[src/rtl/tt_lut_seq.sv]
// Reprogrammable 2^N_IN-row truth-table evaluator with a serially loaded, double-buffered table.
// Define TT_LOAD_PARITY_EN to require an even-parity bit after each table load.
module tt_lut_seq #(
    parameter int N_IN = 4
) (
    input  logic            clk,
    input  logic            rst_n,
    input  logic            cfg_start,
    input  logic            cfg_bit,
    input  logic            cfg_valid,
    output logic            cfg_ready,
    output logic            cfg_done,
    output logic            cfg_err,
    input  logic [N_IN-1:0] in_vec,
    input  logic            in_valid,
    output logic            out,
    output logic            out_valid,
    output logic            busy
);

    localparam int TABLE_W = 1 << N_IN;

`ifdef TT_LOAD_PARITY_EN
    typedef enum logic [1:0] {S_IDLE, S_LOAD, S_PARITY} state_t;
`else
    typedef enum logic [1:0] {S_IDLE, S_LOAD} state_t;
`endif

    state_t             state_q;
    logic [TABLE_W-1:0] act_q;
    logic [TABLE_W-1:0] shd_q;
    logic [TABLE_W-1:0] shd_d;
    logic [N_IN:0]      cnt_q;
    logic               out_q;
    logic               out_valid_q;
    logic               done_q;
    logic               ready_q;
    logic               busy_q;
    logic               last_row;

    // Shadow contents including the bit being accepted this cycle, so the final
    // table bit can be committed on the same edge that accepts it.
    always_comb begin
        shd_d = shd_q;
        shd_d[cnt_q[N_IN-1:0]] = cfg_bit;
    end

    assign last_row = (cnt_q[N_IN-1:0] == {N_IN{1'b1}});

`ifdef TT_LOAD_PARITY_EN
    logic err_q;
    assign cfg_err = err_q;
`else
    assign cfg_err = 1'b0;
`endif

    always_ff @(posedge clk or negedge rst_n) begin
        if (!rst_n) begin
            state_q     <= S_IDLE;
            act_q       <= '0;
            shd_q       <= '0;
            cnt_q       <= '0;
            out_q       <= 1'b0;
            out_valid_q <= 1'b0;
            done_q      <= 1'b0;
            ready_q     <= 1'b0;
            busy_q      <= 1'b0;
`ifdef TT_LOAD_PARITY_EN
            err_q       <= 1'b0;
`endif
        end else begin
            // Evaluation uses the table as it was before this edge.
            out_q       <= act_q[in_vec];
            out_valid_q <= in_valid;
            done_q      <= 1'b0;
`ifdef TT_LOAD_PARITY_EN
            err_q       <= 1'b0;
`endif
            if (cfg_start) begin
                state_q <= S_LOAD;
                cnt_q   <= '0;
                shd_q   <= '0;
                ready_q <= 1'b1;
                busy_q  <= 1'b1;
            end else begin
                case (state_q)
                    S_IDLE: begin
                        ready_q <= 1'b0;
                        busy_q  <= 1'b0;
                    end
                    S_LOAD: begin
                        if (cfg_valid) begin
                            shd_q <= shd_d;
                            cnt_q <= cnt_q + 1'b1;
                            if (last_row) begin
`ifdef TT_LOAD_PARITY_EN
                                state_q <= S_PARITY;
`else
                                act_q   <= shd_d;
                                done_q  <= 1'b1;
                                state_q <= S_IDLE;
                                ready_q <= 1'b0;
                                busy_q  <= 1'b0;
`endif
                            end
                        end
                    end
`ifdef TT_LOAD_PARITY_EN
                    S_PARITY: begin
                        if (cfg_valid) begin
                            if ((^shd_q ^ cfg_bit) == 1'b0) begin
                                act_q  <= shd_q;
                                done_q <= 1'b1;
                            end else begin
                                err_q  <= 1'b1;
                            end
                            state_q <= S_IDLE;
                            ready_q <= 1'b0;
                            busy_q  <= 1'b0;
                        end
                    end
`endif
                    default: begin
                        state_q <= S_IDLE;
                        ready_q <= 1'b0;
                        busy_q  <= 1'b0;
                    end
                endcase
            end
        end
    end

    assign out       = out_q;
    assign out_valid = out_valid_q;
    assign cfg_done  = done_q;
    assign cfg_ready = ready_q;
    assign busy      = busy_q;

endmodule

[config.mk]
export PLATFORM = sky130hd
export DESIGN_NAME = tt_lut_seq
export DESIGN_NICKNAME = d
export VERILOG_FILES = /design/src/rtl/tt_lut_seq.sv
export SDC_FILE = /design/constraint.sdc
export NUM_CORES = 1
export LEC_CHECK = 0
export ABC_AREA = 1
export ABC_CLOCK_PERIOD_IN_PS = 1290
export CORE_MARGIN = 2
export CORE_UTILIZATION = 29
export CTS_CLUSTER_DIAMETER = 30
export DETAILED_ROUTE_END_ITERATION = 8
export PLACE_DENSITY_LB_ADDON = 0.2
export SLEW_MARGIN = 0
export SYNTH_ARGS = -nofsm -noshare
export SYNTH_HDL_FRONTEND = slang
export SYNTH_SLANG_ARGS = --single-unit
[constraint.sdc]
create_clock -name clk -period 1.29 [get_ports clk]
set_input_delay 0.129 -clock clk [delete_from_list [all_inputs] [get_ports clk]]
set_output_delay 0.129 -clock clk [all_outputs]
set_load 0.02 [all_outputs]
# Word level (Yosys, flattened, before mapping)

Index checks and enable logic that the tools add are counted.
Widths: inputs -> output; s select.

Equal/unequal tests: 5
Add/subtract/negate cells: 1
Order comparisons: 3
Multiplexer cells: 23
Bitwise logic cells: 1
Reductions and logical operators: 8

Operators with widths:

| kind                | count |
|---|---|
| $mux 16             | 3 |
| $bwmux 16           | 1 |
| $mux 5              | 3 |
| $lt 4x5->1 const B  | 2 |
| $mux 1              | 10 |
| $mux 2              | 3 |
| $ne 3x3->1 const B  | 2 |
| $add 5x1->5 const B | 1 |
| $bmux 1 s4          | 1 |
| $demux 1 s4         | 1 |
| $eq 4x4->1 const B  | 1 |
| $ge 4x1->1 const B  | 1 |
| $pmux 2 s2          | 1 |
| $reduce_and 2->1    | 2 |
| $reduce_and 4->1    | 1 |
| $reduce_bool 2->1   | 2 |
| $reduce_and 3->1    | 1 |
| $eq 2x1->1 const B  | 1 |
| $logic_not 2->1     | 1 |
| $ne 2x2->1 const B  | 1 |
| $logic_and 1x1->1   | 1 |
| $not 1->1           | 1 |

Logic and storage cells: 49
Flip-flop bits (word level): 43

# Logic depth before layout (Yosys ltp)

Gate-level depths: netlist of the first run.

Depth after elaboration: 8
Gate-level depth with buffers: 9
Mapped depth without buffers: 7

# Worst setup path after synthesis of the first run

OpenSTA, ideal clock, no wires.

Path type: flip-flop to flip-flop
From: register cnt_q[0]
To: register shd_q[0]
Library setup time: 136 ps
Period minus slack after synthesis: 1273 ps
Cell stages (with the launch flop): 6
Setup slack: 17 ps
Arrival: 1138 ps
Path through: dfrtp_1 > inv_1 > ha_1 > nand2_1 > o21ai_0 > o22ai_1

Longest elaborated chain between the ends: 8

Ends and longest elaborated chain:

| item                                                                  | line | text |
|---|---|---|
| start: declaration                                                    | 33   | `logic [N_IN:0] cnt_q;` |
| start signal: assignment                                              | 94   | `cnt_q <= cnt_q + 1'b1;` |
| $lt 4x5->1 (not written as such) / $ge 4x1->1 (equally long branches) | 45   | `shd_d[cnt_q[N_IN-1:0]] = cfg_bit;` |
| $logic_and 1x1->1 (not written as such)                               | 45   |  |
| $mux 1 (not written as such)                                          | 45   |  |
| $demux 1 s4 *                                                         | 45   |  |
| $bwmux 16 *                                                           | 45   |  |
| $mux 16 *                                                             | 92   | `if (cfg_valid) begin` |
| $mux 16 *                                                             | 86   | `case (state_q)` |
| $mux 16 *                                                             | 79   | `if (cfg_start) begin` |
| end signal: assignment                                                | 61   | `shd_q <= '0;` |
| end signal: assignment                                                | 82   | `shd_q <= '0;` |
| end signal: assignment                                                | 93   | `shd_q <= shd_d;` |
| end: declaration                                                      | 31   | `logic [TABLE_W-1:0] shd_q;` |

Every way passes the cells marked *; elsewhere a longest branch is shown, timed or not. The select of a mux whose other input is x is not followed.
A chain may end at the register's enable or synchronous reset.

# Final worst setup path of the first run

From: register cnt_q[0]
To: register act_q[1]

Longest elaborated chain between the ends: 5

Ends and longest elaborated chain:

| item                                                                  | line | text |
|---|---|---|
| $lt 4x5->1 (not written as such) / $ge 4x1->1 (equally long branches) | 45   |  |
| $logic_and 1x1->1 (not written as such)                               | 45   |  |
| $mux 1 (not written as such)                                          | 45   |  |
| $demux 1 s4                                                           | 45   |  |
| $bwmux 16                                                             | 45   |  |
| end signal: assignment                                                | 60   | `act_q <= '0;` |
| end signal: assignment                                                | 99   | `act_q <= shd_d;` |
| end: declaration                                                      | 30   | `logic [TABLE_W-1:0] act_q;` |

Parallel ways exist; a longest one is shown, timed or not.

==> results.cfg, run 1 <==
[placed_design]
place.gp.congestion = 0.8331
place_area_um2 = 2504
dpl.hpwl_um = 3236
place.port_buffers = 14

[setup_path]
cp-startpoint = cnt_q[0]
reg2reg_from = cnt_q[0]
path_class = reg2reg
cp.required_ns = 1.48
endpoint_kind = register
r2r_end = act_q[1]
rr_worst_depth = 7
rrSetupSlack_ns = -0.006
cp.arrival_ns = 1.48
start_kind = register
crit_end = act_q[1]
cp_max_fo = 4

[grt]
antenna_found_initial = 0
grt.overflow.total = 0
first_global_vias = 1614
grt_max_degree = 41
gr-usage-all-layers_pct = 13.08
grt_pass1_wl_um = 7638

[finish]
layout.nets = 308
drive_gt1_share_pct = 28.91
num_antenna_cells = 0
mostFrequentLayoutCells = nand2_1, dfrtp_1, inv_1, buf_4, nand3_1
layout_commonest_cell = nand2_1
syn2layout_area_growth_pct = 36.08
fin_util_pct = 40.90
design_area_um2 = 2794
fill_cells = 727

[timing]
rsz0062_at_grt = yes
timing.fmax_mhz = 771.8
final_hold_viol_count = 0
setup_violations = 1
fin_skew_ns = 0.006084
fin_crit_ns = 1.296
setup_slack_ns = -0.005663
maxSlewViolCount = 0
period_share_pct = 100.4

[synth]
ys_seq_area_share_pct = 48.75
yosysTopAreaCell = dfrtp_1
synth-seq-cells = 40
syn_inst = 248
syn-num-nets = 263
syn_area_um2 = 2053
synth.distinct_cells = 25
yosys_warnings = 0
ys_top_cells_by_area = dfrtp_1, nand2_1, inv_1
synth_top_area_share_pct = 48.75
synth_area_per_cell_um2 = 8.279

[clock_tree]
cts_tree = built
tritoncts.num_buffers = 5
h-tree-depth = 2
root_buffer = clkbuf_8
clk_latency_ns = 0.29
ctsLongestPathBuffers = 2
clk_pin_slew_ns = 0.07
clock-sinks = 40

[routing]
drt_iter0_drc = 113
via_count = 1710
drc = 0
avgRoutedWirePerCell_um = 11.95
viasPerCell = 4.385
firstDrtPassIters = 7
wl_um = 4659
ant_nets = 0

[power]
p_total_mw = 3.181
peakVddDrop_v = 0.0005481
p_leak_nw = 1.345
power.density_nw_per_um2 = 1138

[floorplanning]
die-area_um2 = 7770
core_area_um2 = 6832
io_pins = 16
die_x_um = 88.15
row_count = 30
initial_core_util_pct = 30.05
die_h_um = 88.15

[hold_path]
hp-class = in2reg

[run]
max-cap-violations = 0

[outcome]
violations = setup timing
status = complete, but fails checks
worst min-delay path by stage:
stage                        start        end  slack, ns  cells after the start
after floorplan              rst_n   act_q[0]      -0.17                      0
after global placement       rst_n   shd_q[7]       0.12                      2
after detailed placement     rst_n   cnt_q[2]       0.12                      2
after CTS                 in_valid  out_valid       0.27                      1
after global routing      in_valid  out_valid       0.27                      1
final                     in_valid  out_valid       0.28                      1
area by class of cell:
type                            instances  area, um^2  share of cell area, %
Tap cell                               96       120.1                  4.299
Clock buffer                            8       90.09                  3.224
Inverter                               43       178.9                  6.404
Sequential cell                        40        1003                  35.92
Multi-Input combinational cell        155       970.9                  34.75
Timing Repair Buffer                   48       430.4                  15.41
metal layers:
metal | share of wire (%) | up-vias | global-route usage, %
li1 | - | 883 | -
met1 | 51 | 799 | 18.64
met2 | 45 | 24 | 19.15
met3 | 3.2 | 4 | 3.959
met4 | 1.0 | 0 | 3.994
met5 | 0 | - | 0
synth_stat cells:
library cell	count
o21ai_0	25
dfrtp_1	40
inv_2	1
buf_2	2
nor3_1	1
o21ai_1	2
clkinv_1	1
o21ai_2	6
buf_6	4
a21oi_1	2
nand2_1	64
nand2_4	3
nand3_1	24
conb_1	1
o22ai_1	14
buf_4	2
o31ai_1	1
xor2_1	1
ha_1	5
nor2_8	1
inv_4	1
clkbuf_1	2
inv_1	39
nor2_1	5
clkinv_4	1
report_power, final:
part	switching, mW	internal [mW]	total, mW
registers	0.0549	1.31	1.36
clock network	0.420	0.436	0.857
logic	0.498	0.462	0.959
total	0.973	2.21	3.18
stage by stage:
stage	hold slack, ns	setup slack [ns]	std cells	setup TNS, ns
after floorplan	-0.1666	0.01665	248	0
after global placement	0.1203	-0.1320	381	-2.477
after detailed placement	0.1202	-0.1440	381	-2.621
after CTS	0.2734	-0.001674	391	-0.001674
after global routing	0.2726	-0.05157	390	-0.5641
final	0.2796	-0.005663	390	-0.005663
worst max-delay path, cell delays in order (launching register included):
cell	delay, ns
dfrtp_2	0.45
buf_6	0.14
ha_4	0.17
nand2_1	0.11
nand2_1	0.07
o21ai_2	0.07
buf_4	0.13
o21ai_2	0.04
flip-flops by register name (all words and copies together) (netlist names):
| register | cells |
|---|---|
| out_valid | 1 |
| busy | 1 |
| act_q | 16 |
| shd_q | 15 |
| cnt_q | 4 |
| state_q | 1 |
| out | 1 |
| cfg_done | 1 |
logic make-up (layout without fill, tap and decap cells):
logic type,Yosys count,after routing,share of synthesized area (%)
XOR/XNOR,1,1,0.4266
adder cells (fa/ha/maj),5,5,3.047
AO/OA/AOI/OAI,50,50,14.26
other,1,1,0.1826
buffers and inverters,53,99,12.00
flip-flops,40,40,48.75
AND/OR/NAND/NOR,98,98,21.33
repair_timing:
action | in CTS | in global routing
endpoints found under the setup margin | 32 | 29
hold endpoints to repair | 40 | 0
resized for setup | 27 | 44
pin swaps | 1 | 11
buffers inserted | 1 | 0
hold buffers | 1 | 0
(Power assumes the default switching activity.)
==> run 2: changes to the inputs <==
MAX_ROUTING_LAYER = met4   (was not set)
==> run 2 against run 1 <==
Compared with the run above:
- via count fell by 0.23%
- largest power group unchanged
- global-route usage rose by 0.39 points
- final cell count did not move
- die area did not move
- fmax barely moved
- flip-flop and latch count did not move
- clock skew barely moved
- utilization did not move
- non-clock buffer count did not move
- the flow still finishes with violations (setup timing)
- critical path depth did not move
- combinational power barely moved
==> results.cfg, run 2 (synthesis gave the netlist of run 1 again) <==
[routing]
viasPerCell = 4.374
drc = 0
wl_um = 4646
avgRoutedWirePerCell_um = 11.91
firstDrtPassIters = 5
via_count = 1706
ant_nets = 0
drt_iter0_drc = 107

[setup_path]
cp.required_ns = 1.48
cp.arrival_ns = 1.48
path_class = reg2reg
start_kind = register
critPathTopFamily = flip-flops
critPathSlowestCell = dfrtp_2
cp_max_fo = 4
crit_buf_inv = 2
endpoint_kind = register
cp_cell_sequence = buf_6, ha_4, nand2_1, nand2_1, o21ai_2, buf_4, o21ai_2
slowest_delay_ns = 0.45

[clock_tree]
clk_pin_slew_ns = 0.07
ctsLongestPathBuffers = 2
clk_latency_ns = 0.29
cts_tree = built
root_buffer = clkbuf_8
tritoncts.num_buffers = 5
clock-sinks = 40
h-tree-depth = 2

[timing]
period_share_pct = 100.5
setup_violations = 1
timing.fmax_mhz = 771.3
maxSlewViolCount = 0
final_hold_viol_count = 0
rsz0062_at_grt = yes
fin_skew_ns = 0.006287
hold_ws_ns = 0.2803
setup_slack_ns = -0.006446
fin_crit_ns = 1.296

[finish]
drive_gt1_share_pct = 28.91
fin_util_pct = 40.90
mostFrequentLayoutCells = nand2_1, dfrtp_1, inv_1, buf_4, nand3_1
reg_top3 = act_q: 16 flops, shd_q: 15 flops, cnt_q: 4 flops
largest_reg_flops = 16
regMostFlops = act_q
layout.nets = 308
layout_commonest_cell = nand2_1
syn2layout_area_growth_pct = 36.08
num_antenna_cells = 0

[run]
max-cap-violations = 0

[placed_design]
dpl.hpwl_um = 3236
place.gp.congestion = 0.8459
place.port_buffers = 14
pre_cts_slack_ns = -0.1440

[power]
internal-power_mw = 2.207
p_leak_nw = 1.345
combPwrFrac_pct = 30.1
clkPwrFrac_pct = 26.9
seqPwrFrac_pct = 43.0
power.density_nw_per_um2 = 1137
peakVddDrop_v = 0.0005481
p_sw_share_pct = 30.54
switchingPower_mw = 0.9705

[floorplanning]
core_area_um2 = 6832
io_pins = 16
die_h_um = 88.15
die_x_um = 88.15
row_count = 30
initial_core_util_pct = 30.05
die-area_um2 = 7770

[grt]
antenna_found_initial = 0
grt_max_degree = 41
gr-usage-all-layers_pct = 13.47
grt_pass1_wl_um = 7631
first_global_vias = 1608
grt.overflow.total = 0

[hold_path]
hp-class = in2reg

[outcome]
violations = setup timing
status = complete, but fails checks
## run 2: cell counts in the layout (fill, tap and decap cells not counted)
Identical to the previous run, type by type.
## run 2: layout make-up
cell class              instances  area (um^2)
multi-input cells             155        970.9
inverters                      43        178.9
flip-flops and latches         40         1003
fillers                       727         4038
clock buffers                   8        90.09
well taps                      96        120.1
repair buffers                 48        430.4
## run 2: metrics by stage
step | total power, mW | cells | setup TNS, ns | area (um^2)
floorplan | 1.689 | 248 | 0 | 2053
global placement | 2.064 | 381 | -2.477 | 2504
detailed placement | 2.069 | 381 | -2.621 | 2504
CTS | 3.057 | 391 | -0.001674 | 2648
global route | 3.374 | 390 | -0.5621 | 2794
finish | 3.177 | 390 | -0.006446 | 2794
## run 2: path summary, 6_finish.rpt
| kind | startpoint | to | slack [ns] | depth (start not counted) |
|---|---|---|---|---|
| max | cnt_q[0] | act_q[1] | -0.006 | 7 |
| min | in_valid | out_valid | 0.28 | 1 |
| max reg2reg | cnt_q[0] | act_q[1] | -0.006 | 7 |
| min reg2reg | act_q[10] | act_q[10] | 0.48 | 2 |
| max in group asynchronous | rst_n | act_q[12] | 0.76 | 3 |
| min in group asynchronous | rst_n | shd_q[12] | 0.33 | 3 |
## run 2: timing repair
item / 4_1_cts / 5_1_grt
gates resized for setup: 27 / 44
setup buffers: 1 / 0
setup endpoints to repair: 32 / 29
pin swaps: 1 / 11
hold buffers: 1 / 0
hold endpoints to repair: 40 / 0
## run 2: metal layers
metal	track usage [%]	share of wire, %	wire length, um
met5	-	0	0
met4	3.994	1.0	48
met3	3.959	3.3	155
met2	19.15	45	2083
met1	18.58	51	2358
## run 2: power by group through the flow
stage               Combinational (mW)  Clock, mW  Sequential [mW]
global route                      1.05      0.952             1.37
global placement                 0.709          0             1.36
CTS                              0.823      0.896             1.34
finish                           0.957      0.855             1.36
detailed placement               0.711          0             1.36
floorplan                        0.326          0             1.36
==> run 3: changes to the inputs <==
CORE_UTILIZATION = 52   (was 29)
==> run 3 against run 2 <==
Compared with the run above:
- the run now ends clean
- clock power is 39% higher
- setup slack improved by 0.025 ns
- first-iteration DRC count is 23% lower
- critical path depth down 1
- register-to-register slack gained 0.03 ns
- combinational power down 7.8%
- global-route usage rose by 9.1 points
- critical endpoint is now shd_q[0]
==> results.cfg, run 3 (synthesis gave the netlist of run 1 again) <==
[setup_path]
endpoint_kind = register
path_class = reg2reg
critPathTopFamily = flip-flops
cp.arrival_ns = 1.45
cp_max_fo = 4
r2r_end = shd_q[0]
cp_cell_sequence = inv_2, ha_4, nand2_1, o21ai_1, buf_4, o22ai_1
rr_worst_depth = 6
start_kind = register
rrSetupSlack_ns = 0.02
reg2reg_from = cnt_q[0]
slowest_delay_ns = 0.45
cp.required_ns = 1.46
crit_buf_inv = 2
critPathSlowestCell = dfrtp_2

[power]
p_leak_nw = 1.301
power.density_nw_per_um2 = 1296
p_total_mw = 3.443
peakVddDrop_v = 0.001122

[placed_design]
place.port_buffers = 14
dpl.hpwl_um = 2846
place.gp.congestion = 0.8873

[clock_tree]
clock-sinks = 40
cts_tree = built
h-tree-depth = 2
clk_pin_slew_ns = 0.08
ctsLongestPathBuffers = 2
clk_latency_ns = 0.30
root_buffer = clkbuf_8
cts_setup_buffers = 0
tritoncts.num_buffers = 5

[finish]
multi_input_area_um2 = 934.6
num_antenna_cells = 0
reg_top3 = act_q: 16 flops, shd_q: 15 flops, cnt_q: 4 flops
drive_gt1_share_pct = 27.97
layout_commonest_cell = nand2_1
fill_cells = 289
syn2layout_area_growth_pct = 29.43
layout.nets = 301
mostFrequentLayoutCells = nand2_1, inv_1, dfrtp_1, buf_4, nand3_1
seqCellArea_um2 = 1006
largest_reg_flops = 16
regMostFlops = act_q

[grt]
grt.overflow.total = 0
antenna_found_initial = 0
gr-usage-all-layers_pct = 22.53
grt_pass1_wl_um = 7286
grt_max_degree = 41
first_global_vias = 1654

[timing]
period_share_pct = 98.55
fin_skew_ns = 0.005781
maxSlewViolCount = 0
setup_violations = 0
final_hold_viol_count = 0
fin_crit_ns = 1.271
timing.fmax_mhz = 786.6
tns_ns = 0
tightest_slew_ns = 0.5008
hold_ws_ns = 0.2836
rsz0062_at_grt = yes
relSlewSlack_pct = 66.61

[floorplanning]
die-area_um2 = 4467
io_pins = 16
initial_core_util_pct = 55.25
row_count = 22
die_x_um = 66.84
die_h_um = 66.84
core_area_um2 = 3716

[hold_path]
whs_path_depth = 1
hold_start = in_valid
hp-class = in2reg
hold_end = out_valid

[run]
max-cap-violations = 0

[routing]
viasPerCell = 5.093
firstDrtPassIters = 4
via_count = 1701
wl_um = 4301
ant_nets = 0
drt_iter0_drc = 82
avgRoutedWirePerCell_um = 12.88
drc = 0

[outcome]
status = complete, no violations
## run 3: cell types whose count changed in the layout (fill, tap and decap cells not counted), moves of 3 or more
cell	previous run	this run
buf_4	26	23
buf_6	5	2
nand2_1	61	56
nand2_2	2	8
o21ai_0	7	10
## run 3: layout make-up
| class | instances | share of cell area (%) |
|---|---|---|
| inverters | 43 | 6.544 |
| flip-flops and latches | 40 | 37.85 |
| repair buffers | 41 | 13.32 |
| clock inverters | 2 | 2.260 |
| clock buffers | 5 | 2.589 |
| well taps | 48 | 2.260 |
| multi-input cells | 155 | 35.17 |
## run 3: repair_timing
item | in CTS | in global routing
hold buffers | 1 | 0
hold endpoints to repair | 40 | 0
cloned | 0 | 0
gates resized for setup | 25 | 37
pin swaps | 0 | 2
endpoints found under the setup margin | 34 | 31
## run 3: layer usage
layer	GRT usage, %	part of all wire, %	up-vias
li1	-	-	877
met1	28.41	47	788
met4	8.418	1.9	0
met5	-	0	-
met2	36.13	48	27
met3	4.561	3.0	9
## run 3: worst max-delay path by stage
stage             start  cells after the start  slack, ns         to
6_report       cnt_q[0]                      6       0.02   shd_q[0]
5_1_grt        cnt_q[0]                      6      -0.06   cnt_q[3]
4_1_cts        cnt_q[0]                      8      -0.05  act_q[12]
3_5_place_dp   cnt_q[0]                      6      -0.12  act_q[14]
3_3_place_gp   cnt_q[0]                      6      -0.11  act_q[14]
2_1_floorplan  cnt_q[0]                      5       0.02   shd_q[0]
## run 3: where the power goes
group,internal (mW),switching [mW],total (mW)
sequential,1.31,0.0567,1.37
combinational,0.431,0.452,0.882
clock,0.761,0.433,1.19
## run 3: per-stage QoR
| stage | area [um^2] | util (%) | setup WS, ns | cells |
|---|---|---|---|---|
| after floorplan | 2053 | - | 0.01665 | 248 |
| after global placement | 2386 | 64.21 | -0.1104 | 327 |
| after detailed placement | 2386 | 64.21 | -0.1213 | 327 |
| after CTS | 2552 | 68.69 | -0.04865 | 335 |
| after global routing | 2658 | 71.52 | -0.05957 | 334 |
| final | 2658 | 71.52 | 0.01867 | 334 |
